### src/rtl/tinyqv_mem_arbiter.sv
// tinyqv_mem_arbiter: shares the QSPI memory-controller port between the
// continuous instruction-fetch stream and core load/store transactions.
// Fetch runs as an open-ended halfword stream; a data request, stall or
// restart stops it, data is served, then fetch resumes at the first
// halfword that was not delivered.
//
// Optional feature macro: TINYQV_ARB_FETCH_MIN_EN
//   When defined, data_req may only pre-empt a fetch stream after it has
//   delivered FETCH_MIN_BEATS beats (stall/restart still stop at once).
//
// Handshake: data_req is held by the core until data_ack; data_ack is a
// one-cycle pulse and the core drops data_req in the following cycle.
// The controller sees one mem_start pulse per transaction, raises mem_busy
// from the next cycle until idle, and honours mem_stop for fetch streams.
module tinyqv_mem_arbiter #(
    parameter int ADDR_BITS       = 24,
    parameter int FETCH_MIN_BEATS = 2
) (
    input  logic                 clk,
    input  logic                 rstn,
    input  logic                 instr_start,
    input  logic [ADDR_BITS-1:0] instr_addr,
    input  logic                 instr_stall,
    output logic [15:0]          instr_data,
    output logic                 instr_valid,
    input  logic                 data_req,
    input  logic                 data_write,
    input  logic [1:0]           data_size,
    input  logic [ADDR_BITS-1:0] data_addr,
    input  logic [31:0]          data_wdata,
    output logic [31:0]          data_rdata,
    output logic                 data_ack,
    output logic                 mem_start,
    output logic                 mem_stop,
    output logic [ADDR_BITS-1:0] mem_addr,
    output logic                 mem_write,
    output logic [1:0]           mem_size,
    output logic [31:0]          mem_wdata,
    input  logic                 mem_busy,
    input  logic [15:0]          mem_rdata,
    input  logic                 mem_rvalid,
    input  logic                 mem_done
);

    typedef enum logic [1:0] {IDLE, FETCH, STOP, DATA} state_t;

    state_t                 state, state_d;
    logic                   fetch_pending, fetch_pending_d;
    logic [ADDR_BITS-1:0]   fetch_addr, fetch_addr_d;
    logic                   rd_beat, rd_beat_d;
    logic [31:0]            rd_buf, rd_buf_d;
    logic                   mem_start_d, mem_stop_d, mem_write_d, data_ack_d;
    logic [ADDR_BITS-1:0]   mem_addr_d;
    logic [1:0]             mem_size_d;
    logic [31:0]            mem_wdata_d, data_rdata_d;
    logic                   data_preempt;
    logic                   can_start;

    // Bit 0 of the restart address is dropped (halfword aligned fetch).
    logic unused_cfg;
    assign unused_cfg = instr_addr[0] ^ (FETCH_MIN_BEATS > 0);

    // Fetch beats go straight to the consumer; a same-cycle restart kills the beat.
    assign instr_valid = (state == FETCH) && mem_rvalid && !instr_start;
    assign instr_data  = mem_rdata;

    // A new transaction never starts while the controller is busy or in the ack cycle.
    assign can_start = !mem_busy && !data_ack;

`ifdef TINYQV_ARB_FETCH_MIN_EN
    localparam int CNT_W = $clog2(FETCH_MIN_BEATS + 2);
    logic [CNT_W-1:0] beat_cnt, beat_cnt_d;

    // Count delivered beats in the current stream, saturating at the minimum.
    always_comb begin
        beat_cnt_d = beat_cnt;
        if (state != FETCH)
            beat_cnt_d = '0;
        else if (mem_rvalid && (beat_cnt < CNT_W'(FETCH_MIN_BEATS)))
            beat_cnt_d = beat_cnt + CNT_W'(1);
    end

    // Beat counter register.
    always_ff @(posedge clk or negedge rstn) begin
        if (!rstn) beat_cnt <= '0;
        else       beat_cnt <= beat_cnt_d;
    end

    assign data_preempt = data_req && (beat_cnt >= CNT_W'(FETCH_MIN_BEATS));
`else
    assign data_preempt = data_req;
`endif

    // Next-state and next registered-output logic.
    always_comb begin
        state_d         = state;
        fetch_pending_d = fetch_pending;
        fetch_addr_d    = fetch_addr;
        rd_beat_d       = rd_beat;
        rd_buf_d        = rd_buf;
        mem_start_d     = 1'b0;
        mem_stop_d      = mem_stop;
        mem_addr_d      = mem_addr;
        mem_write_d     = mem_write;
        mem_size_d      = mem_size;
        mem_wdata_d     = mem_wdata;
        data_ack_d      = 1'b0;
        data_rdata_d    = data_rdata;
        case (state)
            IDLE: begin
                if (can_start) begin
                    if (data_req) begin
                        mem_start_d = 1'b1;
                        mem_addr_d  = data_addr;
                        mem_write_d = data_write;
                        mem_size_d  = data_size;
                        mem_wdata_d = data_wdata;
                        rd_buf_d    = '0;
                        rd_beat_d   = 1'b0;
                        state_d     = DATA;
                    end else if (fetch_pending && !instr_stall && !instr_start) begin
                        // Fetch streams carry no store data.
                        mem_start_d = 1'b1;
                        mem_addr_d  = fetch_addr;
                        mem_write_d = 1'b0;
                        mem_size_d  = 2'd3;
                        mem_wdata_d = '0;
                        state_d     = FETCH;
                    end
                end
            end
            FETCH: begin
                // The beat of the stop cycle is still delivered, so it advances too.
                if (mem_rvalid)
                    fetch_addr_d = fetch_addr + ADDR_BITS'(2);
                if (data_preempt || instr_stall || instr_start) begin
                    mem_stop_d = 1'b1;
                    state_d    = STOP;
                end
            end
            STOP: begin
                // Late beats are dropped; resume point is already fetch_addr.
                if (!mem_busy) begin
                    mem_stop_d = 1'b0;
                    state_d    = IDLE;
                end
            end
            DATA: begin
                if (mem_rvalid && !mem_write) begin
                    if (!rd_beat) rd_buf_d[15:0]  = mem_rdata;
                    else          rd_buf_d[31:16] = mem_rdata;
                    rd_beat_d = 1'b1;
                end
                if (mem_done) begin
                    data_ack_d = 1'b1;
                    state_d    = IDLE;
                    // Publish only on completion so the previous result stays stable.
                    if (!mem_write) begin
                        case (mem_size)
                            2'd0:    data_rdata_d = {24'd0, rd_buf_d[7:0]};
                            2'd1:    data_rdata_d = {16'd0, rd_buf_d[15:0]};
                            default: data_rdata_d = rd_buf_d;
                        endcase
                    end
                end
            end
            default: state_d = IDLE;
        endcase
        // A restart wins over any same-cycle increment, in every state.
        if (instr_start) begin
            fetch_addr_d    = {instr_addr[ADDR_BITS-1:1], 1'b0};
            fetch_pending_d = 1'b1;
        end
    end

    // State and registered outputs.
    always_ff @(posedge clk or negedge rstn) begin
        if (!rstn) begin
            state         <= IDLE;
            fetch_pending <= 1'b0;
            fetch_addr    <= '0;
            rd_beat       <= 1'b0;
            rd_buf        <= '0;
            mem_start     <= 1'b0;
            mem_stop      <= 1'b0;
            mem_addr      <= '0;
            mem_write     <= 1'b0;
            mem_size      <= 2'd0;
            mem_wdata     <= '0;
            data_ack      <= 1'b0;
            data_rdata    <= '0;
        end else begin
            state         <= state_d;
            fetch_pending <= fetch_pending_d;
            fetch_addr    <= fetch_addr_d;
            rd_beat       <= rd_beat_d;
            rd_buf        <= rd_buf_d;
            mem_start     <= mem_start_d;
            mem_stop      <= mem_stop_d;
            mem_addr      <= mem_addr_d;
            mem_write     <= mem_write_d;
            mem_size      <= mem_size_d;
            mem_wdata     <= mem_wdata_d;
            data_ack      <= data_ack_d;
            data_rdata    <= data_rdata_d;
        end
    end

endmodule

### config.mk
export PLATFORM = sky130hd
export DESIGN_NAME = tinyqv_mem_arbiter
export DESIGN_NICKNAME = d
export VERILOG_FILES = /design/src/rtl/tinyqv_mem_arbiter.sv
export SDC_FILE = /design/constraint.sdc
export NUM_CORES = 1
export LEC_CHECK = 0
export ABC_AREA = 0
export ABC_CLOCK_PERIOD_IN_PS = 1900
export BUFFER_PORTS_ARGS = -buffer_cell sky130_fd_sc_hd__buf_2
export CAP_MARGIN = 40
export CORE_MARGIN = 3
export CORE_UTILIZATION = 40
export DETAILED_ROUTE_END_ITERATION = 8
export GPL_TIMING_DRIVEN = 0
export PLACE_DENSITY = 0.7
export SLEW_MARGIN = 15
export SYNTH_ARGS = -nofsm -noshare
export SYNTH_HDL_FRONTEND = slang
export SYNTH_SLANG_ARGS = --single-unit
### constraint.sdc
create_clock -name clk -period 1.9 [get_ports clk]
set_input_delay 0.19 -clock clk [delete_from_list [all_inputs] [get_ports clk]]
set_output_delay 0.19 -clock clk [all_outputs]
set_load 0.02 [all_outputs]
==> results.sh <==
export IMPL_yosysUniqueCellTypes=44
export IMPL_syn_inst=739
export IMPL_drt_wirelength_per_cell_um=16.47
export IMPL_antenna_cells=0
export IMPL_postRouteWirelength_mm=20.79
export IMPL_timing_final_crit_share_pct=103.1
export IMPL_fin_skew_ns=0.006636
export IMPL_netlist_area_um2=6938
export IMPL_r2r_start="fetch_addr[13]"
export IMPL_worst_pin_slew_ns=0.7630
export IMPL_layout_drive_gt1_share_pct=30.90
export IMPL_ff_latch_area_um2=3832
export IMPL_start_util_pct=41.40
export IMPL_grt_max_degree=98
export IMPL_cp_data_arrival_time_ns=2.30
export IMPL_htreeDepth=4
export IMPL_p_leak_nw=4.897
export IMPL_cp_num_buf_inv=1
export IMPL_drc_errors=0
export IMPL_grt_pass1_vias=6239
export IMPL_path_depth=5
export IMPL_power_share_switching_pct=36.19
export IMPL_rsz0062_at_grt="true"
export IMPL_cp_required_ns=2.24
export IMPL_max_stage_delay_ns=0.59
export IMPL_yosysWarnings=0
export IMPL_cpMostUsedCell="or4_4"
export IMPL_ioPinCount=218
export IMPL_cp_slowest_cell="or4_4"
export IMPL_synth_edf_count=0
export IMPL_seqPwrFrac_pct=38.5
export IMPL_port_buffers=215
export IMPL_r2r_cells=5
export IMPL_die_w_um=137.7
export IMPL_core_area_um2=16760
export IMPL_crit_start="fetch_addr[13]"
export IMPL_clk_latency_ns=0.42
export IMPL_grt_antenna_before_repair=2
export IMPL_root_buffer="clkbuf_16"
export IMPL_place_gp_congestion=0.8191
export IMPL_drv_slew=0
export IMPL_min_path_type="input port to flip-flop"
export IMPL_power_internal_mw=8.267
export IMPL_tns_ns=-0.1905
export IMPL_max_cap_viol_count=0
export IMPL_cts_buffers=17
export IMPL_hold_violations=0
export IMPL_rows=47
export IMPL_clockPowerShare_pct=28.4
export IMPL_first_pass_iters=5
export IMPL_dr_first_iter_drc_count=446
export IMPL_power_share_combinational_pct=33.1
export IMPL_nets=1140
export IMPL_p_switching_mw=4.689
export IMPL_grt_usage_pct=21.87
export IMPL_tritoncts="built"
export IMPL_finalPower_mw=12.96
export IMPL_fin_ws_ns=-0.05878
export IMPL_clk_pin_slew_ns=0.06
export IMPL_crit_family="simple AND/OR/NAND/NOR gates"
export IMPL_async_reset_ff_share_pct=100.0
export IMPL_critical_path_class="flip-flop to flip-flop"
export IMPL_end_kind="flip-flop"
export IMPL_fin_crit_ns=1.959
export IMPL_synth_seq_cells=153
export IMPL_maxSlewHeadroom_pct=49.14
export IMPL_grt_ovfl_total=0
export IMPL_synth_ff_type="dfrtp_1"
export IMPL_avgSynthCellArea_um2=9.388
export IMPL_min_from="data_wdata[7]"
export IMPL_crit_fanout=6
export IMPL_dieArea_um2=18960
export IMPL_synth_nets=847
export IMPL_setup_viol=5
export IMPL_via_per_inst=5.186
export IMPL_dp_hpwl_mm=14.29
export IMPL_die_y_um=137.7
export IMPL_yosysSeqAreaShare_pct=55.18
export IMPL_cp_cell_sequence="nand4_4, or4_4, buf_6, or4_4, a31oi_1"
export IMPL_ir_worst_vdd_uv=741.5
export IMPL_hold_depth=3
export IMPL_drtAntennaViolNets=0
export IMPL_multi_input_area_um2=2873
export IMPL_status="finished with violations"
export IMPL_grt_pass1_wl_mm=32.20
export IMPL_vias=6545
export IMPL_violations="setup timing"
export IMPL_fill_cells=1447
export IMPL_fmax_ghz=0.5105
export IMPL_area_growth_pct=39.03
export IMPL_start_kind="flip-flop"
export IMPL_clock_sinks=153
export IMPL_p_per_area_nw_per_um2=1343
export IMPL_clock_path_buffers=2
worst paths after layout:
check	to	slack (ns)
setup / recovery	fetch_addr[18]	-0.06
hold / removal	mem_wdata[7]	0.02
setup reg to reg	fetch_addr[18]	-0.06
hold reg to reg	mem_wdata[20]	0.46
max in group asynchronous	fetch_addr[4]	0.72
min in group asynchronous	data_rdata[14]	0.30
synth_stat cells (6+ instances only):
cell	n	area (um^2)
nand3_1	48	240.2
a31oi_1	6	37.54
nand2_1	218	818.3
o21ai_0	104	520.5
dfrtp_1	153	3829
or4_1	12	90.09
mux2i_1	56	560.5
inv_1	8	30.03
clkbuf_1	39	146.4
buf_4	16	120.1
nor2_1	12	45.04
through the flow:
stage               instances  hold WS (ns)  area (um^2)  utilization [%]  setup slack, ns
floorplan                 739       -0.1056         6938                -          0.01085
global placement         1174        0.4022         8289            49.46           -1.743
detailed placement       1176        0.1483         8334            49.73          -0.6064
CTS                      1260     0.0002829         9550            56.98         -0.05898
global route             1262      0.008144         9646            57.55          -0.1122
finish                   1262       0.02044         9646            57.55         -0.05878
what timing repair did:
item	4_1_cts	5_1_grt
setup endpoints to repair	123	94
endpoints found under the hold margin	96	0
pin swaps	4	8
setup buffers	14	3
hold buffers	41	0
gates resized for setup	26	26
final cells by class:
type / count / area share [%]
sequential: 153 / 39.73
multi-input combinational: 516 / 29.78
timing repair buffer: 275 / 17.24
clock buffer: 20 / 4.735
buffer: 60 / 3.515
tap: 220 / 2.854
clock inverter: 9 / 1.790
inverter: 9 / 0.3502
sequential cells by signal, indices dropped and copies added (netlist names):
signal,cells
state,2
mem_size,2
mem_start,1
data_ack,1
mem_wdata,32
data_rdata,32
fetch_pending,1
mem_addr,24
fetch_addr,23
rd_beat,1
mem_stop,1
rd_buf,32
mem_write,1
cells by family (layout without fill, tap and decap cells):
logic type / after synthesis / after routing / share of synthesized area [%]
and+or+nand+nor: 323 / 323 / 20.78
DFF: 153 / 153 / 55.18
AOI/OAI and AO/OA: 127 / 127 / 9.829
buffers and inverters: 70 / 373 / 4.815
muxes: 56 / 56 / 8.079
xor gates and xnor gates: 9 / 9 / 1.136
adders and majority gates: 1 / 1 / 0.1803
metal layers:
| layer | global-route usage (%) | part of all wire (%) | vias to the layer above |
|---|---|---|---|
| met5 | 0 | 0.10 | - |
| met4 | 8.288 | 2.5 | 4 |
| met3 | 6.465 | 8.6 | 42 |
| met2 | 35.28 | 48 | 280 |
| met1 | 27.82 | 41 | 3130 |
| li1 | - | - | 3089 |
power by group through the flow:
stage / logic (mW) / clock network, mW / registers [mW]
2_1_floorplan: 1.56 / 0 / 5.89
3_3_place_gp: 3.96 / 0 / 4.99
3_5_place_dp: 4.07 / 0 / 5.02
4_1_cts: 4.26 / 3.73 / 4.98
5_1_grt: 4.71 / 3.89 / 5.13
6_report: 4.29 / 3.68 / 4.99
layout by cell type (no fill, tap or decap), types with 6 or more instances in the layout:
master / instances
nand3_1: 45
buf_2: 217
or4_1: 7
a31oi_1: 6
buf_4: 34
inv_1: 8
o21ai_0: 104
dlygate4sd3_1: 41
dfrtp_1: 150
clkbuf_16: 17
clkbuf_2: 10
or4_4: 6
nor2_1: 12
nand2_1: 217
clkbuf_1: 25
mux2i_1: 56
tightest hold or removal path, delay by kind of cell:
kind	cells	cell delay (ns)
and+or+nand+nor	2	0.13
buffers and inverters	1	0.08
(Power assumes the default switching activity.)
